[src/rtl/serial_adder_if.sv]
// serial_adder_if: start/busy/done handshake and operand/result bundle.
// sub/ovf exist only when SERIAL_ADDER_SUB_EN is defined.
interface serial_adder_if #(
  parameter int WIDTH = 8
);
  logic             start;
  logic [WIDTH-1:0] a;
  logic [WIDTH-1:0] b;
  logic             ci;
  logic [WIDTH-1:0] s;
  logic             co;
  logic             busy;
  logic             done;
`ifdef SERIAL_ADDER_SUB_EN
  logic             sub;
  logic             ovf;
`endif

  modport master (
    output start, a, b, ci,
`ifdef SERIAL_ADDER_SUB_EN
    output sub,
    input  ovf,
`endif
    input  s, co, busy, done
  );

  modport slave (
    input  start, a, b, ci,
`ifdef SERIAL_ADDER_SUB_EN
    input  sub,
    output ovf,
`endif
    output s, co, busy, done
  );
endinterface

[src/rtl/serial_adder.sv]
// serial_adder: multi-cycle adder, BITS_PER_CYCLE bits per clock.
// Optional subtract/overflow via SERIAL_ADDER_SUB_EN.
module serial_adder #(
  parameter int WIDTH          = 8,
  parameter int BITS_PER_CYCLE = 1
) (
  input  logic            clk,
  input  logic            rst_n,
  serial_adder_if.slave   bus
);
  localparam int BPC   = BITS_PER_CYCLE;
  localparam int STEPS = WIDTH / BPC;
  localparam int CW    = (STEPS > 1) ? $clog2(STEPS) : 1;

  typedef enum logic {IDLE, RUN} state_t;

  state_t           state_q, state_d;
  logic [WIDTH-1:0] a_sr, b_sr, r_sr;
  logic             cy;
  logic [CW-1:0]    cnt;
  logic [WIDTH-1:0] s_q;
  logic             co_q;
  logic             done_q;
  logic             load, step, last;

  logic [BPC:0]         slice;
  logic [WIDTH+BPC-1:0] r_cat;
  logic [WIDTH-1:0]     r_next;
  logic [WIDTH-1:0]     b_in;
  logic                 ci_in;

  assign slice = {1'b0, a_sr[BPC-1:0]}
               + {1'b0, b_sr[BPC-1:0]}
               + (BPC+1)'(cy);
  // New slice enters at the MSB end.
  assign r_cat  = {slice[BPC-1:0], r_sr};
  assign r_next = r_cat[WIDTH+BPC-1:BPC];
  assign last   = (cnt == CW'(STEPS - 1));

`ifdef SERIAL_ADDER_SUB_EN
  logic ovf_q;
  logic c_msb;
  // Carry into the MSB recovered from the top slice bit.
  assign c_msb = a_sr[BPC-1] ^ b_sr[BPC-1]
               ^ slice[BPC-1];
  assign b_in  = bus.sub ? ~bus.b : bus.b;
  assign ci_in = bus.sub ? 1'b1 : bus.ci;
  assign bus.ovf = ovf_q;
`else
  assign b_in  = bus.b;
  assign ci_in = bus.ci;
`endif

  always_comb begin
    state_d = state_q;
    load    = 1'b0;
    step    = 1'b0;
    unique case (state_q)
      IDLE: begin
        if (bus.start) begin
          load    = 1'b1;
          state_d = RUN;
        end
      end
      RUN: begin
        step = 1'b1;
        if (last) state_d = IDLE;
      end
      default: state_d = IDLE;
    endcase
  end

  always_ff @(posedge clk or negedge rst_n) begin
    if (!rst_n) state_q <= IDLE;
    else        state_q <= state_d;
  end

  always_ff @(posedge clk or negedge rst_n) begin
    if (!rst_n) begin
      a_sr   <= '0;
      b_sr   <= '0;
      r_sr   <= '0;
      cy     <= 1'b0;
      cnt    <= '0;
      s_q    <= '0;
      co_q   <= 1'b0;
      done_q <= 1'b0;
    end else begin
      done_q <= step && last;
      if (load) begin
        a_sr <= bus.a;
        b_sr <= b_in;
        cy   <= ci_in;
        cnt  <= '0;
      end else if (step) begin
        a_sr <= a_sr >> BPC;
        b_sr <= b_sr >> BPC;
        r_sr <= r_next;
        cy   <= slice[BPC];
        cnt  <= cnt + CW'(1);
        if (last) begin
          s_q  <= r_next;
          co_q <= slice[BPC];
        end
      end
    end
  end

`ifdef SERIAL_ADDER_SUB_EN
  logic sub_q;
  always_ff @(posedge clk or negedge rst_n) begin
    if (!rst_n) begin
      sub_q <= 1'b0;
      ovf_q <= 1'b0;
    end else begin
      if (load) sub_q <= bus.sub;
      if (step && last) ovf_q <= c_msb ^ slice[BPC];
    end
  end
`endif

  assign bus.s    = s_q;
  assign bus.co   = co_q;
  assign bus.done = done_q;
  assign bus.busy = (state_q == RUN);
endmodule

[src/flat_wrapper.sv]
// flat-port wrapper written by rule: the top's interface ports become plain ports
module serial_adder_flat 
#(
  parameter int WIDTH          = 8,
  parameter int BITS_PER_CYCLE = 1
)
  (clk, rst_n, bus_start, bus_a, bus_b, bus_ci, bus_s, bus_co, bus_busy, bus_done);
  serial_adder_if #(.WIDTH(WIDTH)) bus_i ();
  input  logic clk;
  input  logic rst_n;
  input wire logic [$bits(bus_i.start)-1:0] bus_start;
  input wire logic [$bits(bus_i.a)-1:0] bus_a;
  input wire logic [$bits(bus_i.b)-1:0] bus_b;
  input wire logic [$bits(bus_i.ci)-1:0] bus_ci;
  output wire logic [$bits(bus_i.s)-1:0] bus_s;
  output wire logic [$bits(bus_i.co)-1:0] bus_co;
  output wire logic [$bits(bus_i.busy)-1:0] bus_busy;
  output wire logic [$bits(bus_i.done)-1:0] bus_done;
  assign bus_i.start = bus_start;
  assign bus_i.a = bus_a;
  assign bus_i.b = bus_b;
  assign bus_i.ci = bus_ci;
  assign bus_s = bus_i.s;
  assign bus_co = bus_i.co;
  assign bus_busy = bus_i.busy;
  assign bus_done = bus_i.done;
  serial_adder #(.WIDTH(WIDTH), .BITS_PER_CYCLE(BITS_PER_CYCLE)) u_core (.clk(clk), .rst_n(rst_n), .bus(bus_i));
endmodule
[config.mk]
export PLATFORM = sky130hd
export DESIGN_NAME = serial_adder_flat
export DESIGN_NICKNAME = d
export VERILOG_FILES = /design/src/rtl/serial_adder_if.sv /design/src/rtl/serial_adder.sv /design/src/flat_wrapper.sv
export SDC_FILE = /design/constraint.sdc
export NUM_CORES = 1
export LEC_CHECK = 0
export ABC_CLOCK_PERIOD_IN_PS = 4500
export BUFFER_PORTS_ARGS = -buffer_cell sky130_fd_sc_hd__buf_2
export CAP_MARGIN = 5
export CORE_AREA = 10 10 60 111
export CTS_BUF_LIST = sky130_fd_sc_hd__clkbuf_8 sky130_fd_sc_hd__clkbuf_16
export CTS_CLUSTER_DIAMETER = 200
export DETAILED_ROUTE_END_ITERATION = 8
export DIE_AREA = 0 0 70 121
export SLEW_MARGIN = 20
export SYNTH_ARGS = -nofsm -noshare
export SYNTH_HDL_FRONTEND = slang
export SYNTH_SLANG_ARGS = --single-unit
[constraint.sdc]
create_clock -name clk -period 4.5 [get_ports clk]
set_clock_uncertainty 0.1 [all_clocks]
set_input_delay 0.675 -clock clk [delete_from_list [all_inputs] [get_ports clk]]
set_output_delay 0.675 -clock clk [all_outputs]
set_load 0.05 [all_outputs]
==> flow_summary_export.csv <==
group,metric,value,unit
status,outcome,"finished, final reports clean",
floorplanning,fp.dieW,70,um
setup_path,reg2reg_from,"u_core.cnt[0]",
setup_path,worst-path-buf-inv,1,
setup_path,cp_slowest_stage_delay,350,ps
sta,setup_tns,0,ps
cts,clkSlewWorstSetupHoldPaths,70,ps
setup_path,rrSetupSlack,2960,ps
cts,clockRootBuffer,"clkbuf_8",
grt,grt_usage,0.07882,
detailed_routing,drtPass1Iterations,4,
cts,ctsResizeCount,0,
floorplanning,core.rowCount,36,
sta,fin_crit_sh,0.3725,
synth,ys_types,17,
detailed_routing,routedWlPerCell,15.10,um
cts,numCtsBuffers,5,
detailed_routing,via_count,1003,
cells_and_area,fillers,491,
cts,cts_buffer_depth,2,
floorplanning,pin_count,31,
floorplanning,initial_core_util,0.3439,
cts,cts_tree,"yes",
setup_path,r2r_cells,4,
setup_path,crit_family,"flip-flops",
setup_path,cp-end-kind,"output pin",
sta,slew_headroom,0.4403,
sta,final_hold_viol_count,0,
cells_and_area,mostFrequentLayoutCells,"dfrtp_1 (38), buf_2 (30), mux2i_1 (18)",
setup_path,startpoint_type,"register",
grt,grt_overflow,0,
cells_and_area,layout.nets,175,
worst_hold_path,whs_path_depth,2,
placement,port_buffers,30,
detailed_routing,drc,0,
cts,clock_sinks,38,
setup_path,worstSetupPathType,"register to output pin",
synth,ys_seq_elements,38,
floorplanning,dieArea,0.008470,mm2
synth,syn_nets,144,
sta,fmaxAchievable,596.6,MHz
power,power_density,728.9,mW/mm2
floorplanning,die_h,121,um
setup_path,cp_slowest_cell,"dfrtp_1",
cells_and_area,syn2layout_area_growth,14.51,%
setup_path,worstPathCellList,"buf_2",
setup_path,worstPathArrival,900,ps
placement,gp_congestion,0.6934,
detailed_routing,wl,3141,um
detailed_routing,via_per_inst,4.822,
sta,slew_viol_final,0,
detailed_routing,first_iter_violations,63,
job,maxCapViolCount,0,
grt,grt_max_degree,46,
sta,rsz0062_at_grt,"no",
synth,syn_area,0.001673,mm2
cells_and_area,antenna-diode-count,0,
sta,tightest_slew,839.5,ps
synth,ys_seq_area_frac,0.5684,
grt,antenna_found_initial,0,
detailed_routing,antenna_left,0,
sta,fin_crit,1676,ps
cts,hold_buffers,0,
placement,dp_hpwl,2326,um
synth,yosysWarnings,0,
setup_path,cp_max_fo,2,
cells_and_area,final_common_cell,"dfrtp_1",
cts,cts_setup_buffers,0,
grt,grt_pass1_vias,1097,
worst_hold_path,whs_endpoint,"u_core.a_sr[5]",
sta,setup_violations,0,
grt,grt_pass1_wl,5347,um
power,power,1396,uW
power,vdd.ir_drop.worst,579.0,uV
floorplanning,coreArea,0.004865,mm2
cts,cts_htree_levels,2,
cts,clock_latency,280,ps
setup_path,r2r_end,"u_core.bus.s[4]",
synth,synth_cells,121,
worst_hold_path,min_from,"u_core.a_sr[6]",
setup_path,worstPathRequired,3720,ps
power,p_leak,0.001003,uW
cells_and_area,drive_gt1_frac,0.3642,
synth,avgSynthCellArea,13.83,um2
worst_hold_path,min_path_type,"register to register",
-- cells in the mapped netlist --
library cell   n  area share
inv_1          2      0.0045
nand2_1       15       0.034
mux2_4        13        0.12
fa_1           1       0.012
a22o_1         2       0.010
mux2i_1       18        0.11
nor2_1         3      0.0067
buf_6          3       0.020
clkbuf_2       1      0.0030
o21ai_1        7       0.021
nand2_8        1       0.012
mux2_2         4       0.027
buf_12         1       0.012
buf_2          2      0.0060
o21ai_0        8       0.024
ha_1           2       0.015
dfrtp_1       38        0.57
-- how the worst max path moves through the flow --
stage,from,end,slack [ps],cells after the start
6_report,u_core.bus.co,bus_co,2820,1
5_1_grt,u_core.bus.s[6],bus_s[6],2780,1
4_1_cts,u_core.bus.s[4],bus_s[4],2810,1
3_5_place_dp,bus_start,u_core.cnt[0],2690,3
3_3_place_gp,bus_start,u_core.cnt[0],2740,3
2_1_floorplan,u_core.bus.busy,u_core.r_sr[3],3000,3
-- cell type report --
type / count / area (um2) / share of cell area
inverters: 2 / 7.507 / 0.003919
repair buffers: 31 / 157.7 / 0.08230
flip-flops and latches: 38 / 950.9 / 0.4964
clock buffers: 6 / 82.58 / 0.04311
multi-input cells: 74 / 645.6 / 0.3370
well taps: 57 / 71.32 / 0.03723
-- routing by layer --
metal	vias to the layer above	global-route usage	part of all wire
met5	-	0	0
met4	0	0.04094	0.021
met3	5	0.03358	0.076
met2	29	0.1304	0.55
met1	494	0.08272	0.36
li1	475	-	-
-- power breakdown --
group / internal, uW / switching [uW] / leakage, uW
clock: 118 / 105 / 0.0000431
combinational: 252 / 348 / 0.000472
sequential: 488 / 84.9 / 0.000488
total: 858 / 538 / 0.00100
-- logic make-up after synthesis --
family	count (synthesis)	share of synthesized area
DFF	38	0.5684
muxes	35	0.2513
and+or+nand+nor	19	0.05235
AOI/OAI and AO/OA	17	0.05535
buffers and inverters	9	0.04562
adders and majority gates	3	0.02692
-- state kept, by name, indices dropped and copies added, names as in the netlist --
signal and count:
u_core.cnt 3, u_core.bus.co 1, u_core.bus.s 8, u_core.cy 1
u_core.r_sr 7, u_core.bus.busy 1, u_core.a_sr 8, u_core.b_sr 8
u_core.bus.done 1
-- metrics by stage --
step / setup WS (ps) / utilization / cells / area (um2) / hold WS, ps
floorplan: 3004 / - / 121 / 1673 / 279.4
global placement: 2743 / 0.3768 / 202 / 1833 / 364.7
detailed placement: 2692 / 0.3768 / 202 / 1833 / 375.7
CTS: 2812 / 0.3938 / 208 / 1916 / 391.6
global route: 2780 / 0.3938 / 208 / 1916 / 416.7
finish: 2824 / 0.3938 / 208 / 1916 / 385.8
Note: power is estimated with default switching activity, not from simulation.
